--- config.mk ---
export PLATFORM = sky130hd
export DESIGN_NAME = write_back_stage
export DESIGN_NICKNAME = d
export VERILOG_FILES = /design/src/rtl/write_back_stage.sv
export SDC_FILE = /design/constraint.sdc
export NUM_CORES = 1
export LEC_CHECK = 0
export BUFFER_PORTS_ARGS = -buffer_cell sky130_fd_sc_hd__buf_2
export CORE_MARGIN = 1
export CORE_UTILIZATION = 38
export DETAILED_ROUTE_END_ITERATION = 16
export GPL_TIMING_DRIVEN = 0
export HOLD_SLACK_MARGIN = 0.08
export PLACE_DENSITY = 0.65
export SETUP_SLACK_MARGIN = 0.02
export SLEW_MARGIN = 20
export SYNTH_ARGS = -nofsm -noshare
export SYNTH_HDL_FRONTEND = slang
export SYNTH_SLANG_ARGS = --single-unit
--- constraint.sdc ---
create_clock -name clk -period 2.15 [get_ports clk]
set_clock_uncertainty 0.05 [all_clocks]
set_input_delay 0.1075 -clock clk [delete_from_list [all_inputs] [get_ports clk]]
set_output_delay 0.1075 -clock clk [all_outputs]
set_load 0.005 [all_outputs]
--- src/rtl/write_back_stage.sv ---
// DLX write-back stage: selects ALU or extended load data, waits for slow memory with
// a timeout, and drives the register-file write port and forwarding path.
module write_back_stage #(
    parameter int DATA_WIDTH     = 32,
    parameter int REG_ADDR_WIDTH = 5,
    parameter int OFF_WIDTH      = 2,
    parameter bit R0_HARDWIRED   = 1'b1,
    parameter int TIMEOUT_CYCLES = 16
) (
    input  logic                      clk,
    input  logic                      rst_n,
    input  logic                      valid_in,
    input  logic                      stall_in,
    input  logic                      flush_in,
    input  logic [DATA_WIDTH-1:0]     mem_data_in,
    input  logic                      mem_data_valid_in,
    input  logic [DATA_WIDTH-1:0]     alu_data_in,
    input  logic                      write_back_mux_sel,
    input  logic [1:0]                load_size_in,
    input  logic                      load_unsigned_in,
    input  logic [OFF_WIDTH-1:0]      byte_offset_in,
    input  logic                      reg_wr_en_in,
    input  logic [REG_ADDR_WIDTH-1:0] reg_wr_addr_in,
    output logic                      reg_wr_en_out,
    output logic [REG_ADDR_WIDTH-1:0] reg_wr_addr_out,
    output logic [DATA_WIDTH-1:0]     reg_wr_data_out,
    output logic                      wb_busy_out,
    output logic                      wb_timeout_out
);

    localparam int CNT_W = $clog2(TIMEOUT_CYCLES + 1);
    localparam logic [CNT_W-1:0] CNT_LAST = CNT_W'(TIMEOUT_CYCLES - 1);

    typedef enum logic {IDLE, WAIT_MEM} state_t;

    state_t                    state;
    logic [CNT_W-1:0]          cnt;
    logic [REG_ADDR_WIDTH-1:0] cap_addr;
    logic [1:0]                cap_size;
    logic                      cap_unsigned;
    logic [OFF_WIDTH-1:0]      cap_offset;
    logic                      cap_we;
    logic                      accept;

    // Big-endian lane select: lane 0 is the most significant byte of the bus.
    function automatic logic [DATA_WIDTH-1:0] extract(
        input logic [DATA_WIDTH-1:0] data,
        input logic [1:0]            size,
        input logic                  uns,
        input logic [OFF_WIDTH-1:0]  off
    );
        logic [7:0]  b;
        logic [15:0] h;
        int          lane;
        int          half;
        lane = int'(off);
        half = int'(off >> 1);
        b = data[DATA_WIDTH-1-8*lane -: 8];
        h = data[DATA_WIDTH-1-16*half -: 16];
        case (size)
            2'b00:   extract = {{(DATA_WIDTH-8){~uns & b[7]}}, b};
            2'b01:   extract = {{(DATA_WIDTH-16){~uns & h[15]}}, h};
            default: extract = data;
        endcase
    endfunction

    function automatic logic write_allowed(input logic we, input logic [REG_ADDR_WIDTH-1:0] addr);
        write_allowed = we & ~(R0_HARDWIRED & (addr == '0));
    endfunction

    assign accept      = valid_in & ~stall_in & ~flush_in & (state == IDLE);
    assign wb_busy_out = (state == WAIT_MEM);

    // NOTE: all state below uses non-blocking assignments so every register samples
    // pre-edge values; blocking here would create order-dependent simulation races.
    always_ff @(posedge clk or negedge rst_n) begin
        if (!rst_n) begin
            state           <= IDLE;
            cnt             <= '0;
            cap_addr        <= '0;
            cap_size        <= '0;
            cap_unsigned    <= 1'b0;
            cap_offset      <= '0;
            cap_we          <= 1'b0;
            reg_wr_en_out   <= 1'b0;
            reg_wr_addr_out <= '0;
            reg_wr_data_out <= '0;
            wb_timeout_out  <= 1'b0;
        end else begin
            reg_wr_en_out  <= 1'b0;
            wb_timeout_out <= 1'b0;
            if (flush_in) begin
                state <= IDLE;
                cnt   <= '0;
            end else begin
                case (state)
                    IDLE: begin
                        if (accept) begin
                            if (!write_back_mux_sel || mem_data_valid_in) begin
                                // Address/data only move on a real write so the forwarding path holds.
                                if (write_allowed(reg_wr_en_in, reg_wr_addr_in)) begin
                                    reg_wr_en_out   <= 1'b1;
                                    reg_wr_addr_out <= reg_wr_addr_in;
                                    reg_wr_data_out <= write_back_mux_sel
                                        ? extract(mem_data_in, load_size_in, load_unsigned_in, byte_offset_in)
                                        : alu_data_in;
                                end
                            end else begin
                                state        <= WAIT_MEM;
                                cnt          <= '0;
                                cap_addr     <= reg_wr_addr_in;
                                cap_size     <= load_size_in;
                                cap_unsigned <= load_unsigned_in;
                                cap_offset   <= byte_offset_in;
                                cap_we       <= reg_wr_en_in;
                            end
                        end
                    end
                    WAIT_MEM: begin
                        if (mem_data_valid_in) begin
                            state <= IDLE;
                            cnt   <= '0;
                            if (write_allowed(cap_we, cap_addr)) begin
                                reg_wr_en_out   <= 1'b1;
                                reg_wr_addr_out <= cap_addr;
                                reg_wr_data_out <= extract(mem_data_in, cap_size, cap_unsigned, cap_offset);
                            end
                        end else if (cnt == CNT_LAST) begin
                            state          <= IDLE;
                            cnt            <= '0;
                            wb_timeout_out <= 1'b1;
                        end else begin
                            cnt <= cnt + CNT_W'(1);
                        end
                    end
                    default: state <= IDLE;
                endcase
            end
        end
    end

endmodule
==> reports/results.ini, run 1 <==
[status]
outcome=finished clean

[setup_path]
crit_end=reg_wr_data_out[0]
crit_path_start=cap_size[0]
cp_slowest_cell=nor2_1
required_ns=2.33
rrSetupSlack_ns=0.07
rr_worst_depth=5
critPathBufInv=0
path_class=register to register
slowest_delay_ns=0.55
cp_top_family=multiplexers
critPathMaxFanout=7
path_cells=nor2_1 > mux4_2 > nand2_1 > a31oi_1 > mux2_2
timing.rr.start=cap_size[0]
r2r_end=reg_wr_data_out[0]
cp.arrival_ns=2.26
worstSetupStartpointType=register
path_depth=5
critPathCaptureType=register

[synthesis]
synth_compound_area_share_pct=23.27
syn_inst=424
synth_simple_gate_area_share_pct=19.96
yosys.area_share.adder_pct=0.3305
synth-edff-count=0
async_reset_ff_share_pct=100.0
synth-main-ff-cell=dfrtp_1
synth_area_um2=3786
ys_ff_latch=56
syn_avg_cell_area_um2=8.930
yosys.area.top_type=dfrtp_1
synth-seq-area-share_pct=37.01
synth_top_family_by_area=compound AO/OA/AOI/OAI gates
synthMuxAreaShare_pct=14.81
synthTopCellsByArea=dfrtp_1, nand2_1, mux2_2
synth_xor_area_share_pct=0
ys.warnings.count=0
synth.distinct_cells=47
syn-num-nets=507
synth.top_cell.area_share_pct=37.01

[drt]
drt_iter0_markers=383
via_per_inst=5.812
drc=0
wirelength_mm=13.76
first_pass_iters=5
vias=4214
avgRoutedWirePerCell_um=18.98
antenna_left=0

[power]
p_sw_mw=1.224
p_seq_share_pct=42.4
p_per_area_nw_per_um2=663.2
p_int_mw=2.163
power.share.combinational_pct=38.9
clkPwrFrac_pct=18.6
p_leak_nw=2.289
vdd_drop_max_mv=0.3726
switching_share_pct=36.13

[placement]
dpl-instance-area_um2=4561
gp_congestion=0.9141
portBuffers=121
dp_cells=678
place_ws_ns=-0.09629
hpwl_mm=9.669

[sta]
rsz0062_at_grt=yes
max_freq_mhz=481.9
finalCriticalPeriod_ns=2.075
whs_ns=0.08894
setup_viol=0
period_share_pct=96.52
slew_violations=0
hold_violations=0
maxSlewHeadroom_pct=50.84
setup_ws_ns=0.07482
tightest_slew_ns=0.7374

[finish]
drive_gt1_share_pct=31.59
area.growth.synth_to_final_pct=34.86
final_common_cell=buf_2
fin_area_um2=5106
fin_cells=725
final_cell_mix=buf_2, nand2_1, dfrtp_1, nor2_1, dlygate4sd3_1
fin_nets=674
n_antenna_cell=0
post-route-util_pct=52.48

[die]
die_area_um2=10370
io_pins=122
die_h_um=101.8
core_um2=9729
die_w_um=101.8
start_util_pct=38.91
rows=36

[grt]
grt_util_all_layers_pct=26.50
antenna_found_initial=0
grt_max_degree=57
grt_pass1_vias=4176
grt_pass1_wl_mm=21.06
gr-total-overflow=0

[clock_network]
cts_buffer_depth=2
cts_sinks=56
cts_tree=yes
worstSkewPairLatency_ns=0.33
path_clk_slew_ns=0.11
cts_buffers=5
cts.htree.levels=2
cts-root-buf=clkbuf_8

[run]
maxCapViolCount=0

[worst_hold_path]
hold_path.class=input port to register

[cell usage after synthesis (2+ instances only)]
cell        n
mux4_2      8
buf_4       2
nor4b_2     2
mux2i_1     8
a21oi_1    26
o22ai_1    15
a221oi_1   16
mux2_2     19
clkbuf_1   22
nor2b_1     3
nor3_1      5
nor2_1     43
a211o_1     8
nand3_1    12
mux2_4      5
dfrtp_1    56
inv_1       8
nand2b_1    5
buf_2       5
a41o_1      7
and3_1     14
buf_6       2
or3_1       3
o2111ai_1   7
nand2_1    64
a31oi_1    15
o221ai_1    2
or2_2       4
o21ai_0    20
[worst reg2reg max path, cell delays in order, from the launching register on]
cell,delay (ns)
dfrtp_1,0.48
nor2_1,0.56
mux4_2,0.41
nand2_1,0.08
a31oi_1,0.11
mux2_2,0.30
[state kept, by name (all words and copies together), names as in the netlist]
register	count
reg_wr_data_out	32
cap_unsigned	1
reg_wr_en_out	1
cap_addr	5
cnt	5
cap_we	1
wb_busy_out	1
reg_wr_addr_out	5
wb_timeout_out	1
cap_offset	2
cap_size	2
[per-stage QoR]
stage	setup TNS [ns]	total power, mW
2_1_floorplan	0	2.155
3_3_place_gp	-0.4775	2.648
3_5_place_dp	-0.6296	2.676
4_1_cts	0	3.363
5_1_grt	0	3.592
6_report	0	3.387
[power by group through the flow]
| stage | logic [mW] | clock network (mW) | registers (mW) |
|---|---|---|---|
| floorplan | 0.708 | 0 | 1.45 |
| global placement | 1.21 | 0 | 1.44 |
| detailed placement | 1.22 | 0 | 1.45 |
| CTS | 1.29 | 0.645 | 1.43 |
| global route | 1.45 | 0.679 | 1.46 |
| finish | 1.32 | 0.631 | 1.44 |
[layout make-up]
type	instances	area, um2
multi-input cells	329	2267
inverters	8	30.03
clock inverters	3	22.52
fillers	941	4623
well taps	133	166.4
clock buffers	5	68.82
plain buffers	31	153.9
repair buffers	160	996.0
flip-flops and latches	56	1401
[cells by family (layout without fill, tap and decap cells)]
group,count (synthesis),in the layout
simple gates,162,162
compound gates,125,125
flops,56,56
mux,41,41
buf+inv,39,207
fa+ha+maj,1,1
[worst min-delay path by stage]
stage	from	to	slack [ns]	cells after the start
3_3_place_gp	reg_wr_addr_in[2]	cap_addr[2]	0.32	2
6_report	alu_data_in[24]	reg_wr_data_out[24]	0.09	3
4_1_cts	alu_data_in[24]	reg_wr_data_out[24]	0.08	3
5_1_grt	flush_in	wb_timeout_out	0.11	3
2_1_floorplan	rst_n	cap_addr[0]	-0.24	0
3_5_place_dp	rst_n	reg_wr_data_out[21]	0.17	1
[timing repair]
action,in CTS,in global routing
hold buffers,38,0
setup endpoints to repair,26,41
resized for setup,2,11
endpoints found under the hold margin,84,0
pin swaps,0,3
setup buffers,0,1
[metal layers]
metal  global-route usage [%]  part of all wire, %
met1                    35.67                   44
met2                    42.00                   45
met3                    5.472                  8.5
met4                    10.33                  3.3
met5                        0                    0
Note: power is estimated with default switching activity, not from simulation.
==> inputs of run 2 (changes only) <==
==> constraint.sdc (replaced) <==
create_clock -name clk -period 2.15 [get_ports clk]
set_clock_uncertainty 0.05 [all_clocks]
set_input_delay 0.43 -clock clk [delete_from_list [all_inputs] [get_ports clk]]
set_output_delay 0.43 -clock clk [all_outputs]
set_load 0.005 [all_outputs]
==> reports/results.ini, run 2 (synthesis gave the netlist of run 1 again) <==
[drt]
wirelength_mm=13.24
antenna_left=0
first_pass_iters=8
via_per_inst=5.922
drc=0
vias=4074
avgRoutedWirePerCell_um=19.24
drt_iter0_markers=359

[placement]
portBuffers=121
hpwl_mm=9.669
gp_congestion=0.9141

[sta]
tightest_slew_ns=0.7360
max_freq_mhz=489.3
maxSlewHeadroom_pct=50.93
whs_ns=0.08648
slew_violations=0
rsz0062_at_grt=no
setup_viol=0
hold_violations=0
period_share_pct=95.05
finalCriticalPeriod_ns=2.044

[power]
p_per_area_nw_per_um2=703.9
power.share.combinational_pct=37.8
p_seq_share_pct=43.2
power.total_mw=3.324
p_sw_mw=1.207
p_leak_nw=2.136
switching_share_pct=36.32
p_int_mw=2.117
vdd_drop_max_mv=0.3437
clkPwrFrac_pct=19.0

[clock_network]
cts_sinks=56
cts_buffers=5
cts.htree.levels=2
worstSkewPairLatency_ns=0.33
cts-root-buf=clkbuf_8
ctsHoldBuffers=0
cts_buffer_depth=2
cts_tree=yes
path_clk_slew_ns=0.12

[setup_path]
cp.arrival_ns=2.22
critPathCaptureType=register
path_class=register to register
required_ns=2.33
cp_slowest_cell=nor2_1
rr_worst_depth=5
worstSetupStartpointType=register
critPathMaxFanout=7
slowest_delay_ns=0.54
r2r_end=reg_wr_data_out[0]
path_cells=nor2_1 > mux4_2 > nand2_1 > a31oi_1 > mux2_2
rrSetupSlack_ns=0.11
timing.rr.start=cap_size[0]

[finish]
top_register=reg_wr_data_out
drive_gt1_share_pct=34.05
area.growth.synth_to_final_pct=24.72
n_antenna_cell=0
largest_reg_flops=32
fillers=973
final_common_cell=buf_2
fin_nets=637
final_cell_mix=buf_2, nand2_1, dfrtp_1, nor2_1, a21oi_1

[grt]
gr-total-overflow=0
grt_util_all_layers_pct=25.69
grt_max_degree=57
antenna_found_initial=0
grt_pass1_vias=3967
grt_pass1_wl_mm=20.40

[die]
io_pins=122
die_area_um2=10370
rows=36
start_util_pct=38.91
core_um2=9729
die_h_um=101.8
die_w_um=101.8

[worst_hold_path]
hold_path.class=input port to asynchronous set/reset pin

[run]
maxCapViolCount=0

[status]
outcome=finished clean

run 2: timing repair:
| action | in CTS | in global routing |
|---|---|---|
| setup endpoints to repair | 26 | 40 |
| gates resized for setup | 2 | 9 |
| buffers inserted | 0 | 3 |
| cloned | 0 | 0 |
| pin swaps | 0 | 3 |
run 2: worst max path at each step:
stage | start | to | slack [ns] | cells after the start
floorplan | reg_wr_addr_in[2] | reg_wr_data_out[2] | 0.20 | 5
global placement | load_size_in[1] | reg_wr_data_out[25] | -0.21 | 7
detailed placement | load_size_in[1] | reg_wr_data_out[27] | -0.27 | 7
CTS | wb_busy_out | reg_wr_data_out[29] | 0.04 | 7
global route | cap_addr[2] | reg_wr_data_out[25] | 0.02 | 5
finish | cap_size[0] | reg_wr_data_out[0] | 0.11 | 5
run 2: area by class of cell:
class,count,area (um2),area share (%)
Buffer,30,146.4,3.100
Clock buffer,5,68.82,1.457
Clock inverter,3,22.52,0.4769
Inverter,8,30.03,0.6359
Multi-Input combinational cell,329,2256,47.77
Sequential cell,56,1401,29.68
Tap cell,133,166.4,3.524
Timing Repair Buffer,124,630.6,13.35
run 2: power by group through the flow:
stage	Clock, mW	Combinational (mW)	Sequential (mW)
floorplan	0	0.708	1.45
global placement	0	1.21	1.44
detailed placement	0	1.22	1.45
CTS	0.645	1.23	1.43
global route	0.679	1.39	1.46
finish	0.631	1.26	1.43
run 2: stage by stage:
step | std cells | setup slack [ns] | util [%] | cell area (um2) | TNS (ns)
floorplan | 424 | 0.1964 | - | 3786 | 0
global placement | 678 | -0.2122 | 46.85 | 4558 | -4.488
detailed placement | 678 | -0.2701 | 46.88 | 4561 | -5.326
CTS | 686 | 0.03702 | 47.92 | 4662 | 0
global route | 688 | 0.02033 | 48.53 | 4722 | 0
finish | 688 | 0.1063 | 48.53 | 4722 | 0
run 2: critical path, delay by kind of cell (launching register included):
family / cells / cell delay, ns
compound gates: 1 / 0.10
flops: 1 / 0.48
mux: 2 / 0.70
simple gates: 2 / 0.62
run 2: layer usage:
metal / global-route usage, % / wire (um) / share of wire [%] / vias up
li1: - / - / - / 1848
met1: 35.54 / 5726 / 43 / 1939
met2: 39.66 / 5789 / 44 / 258
met3: 5.540 / 1317 / 10 / 29
met4: 9.451 / 401 / 3.0 / 0
met5: 0 / 0 / 0 / -
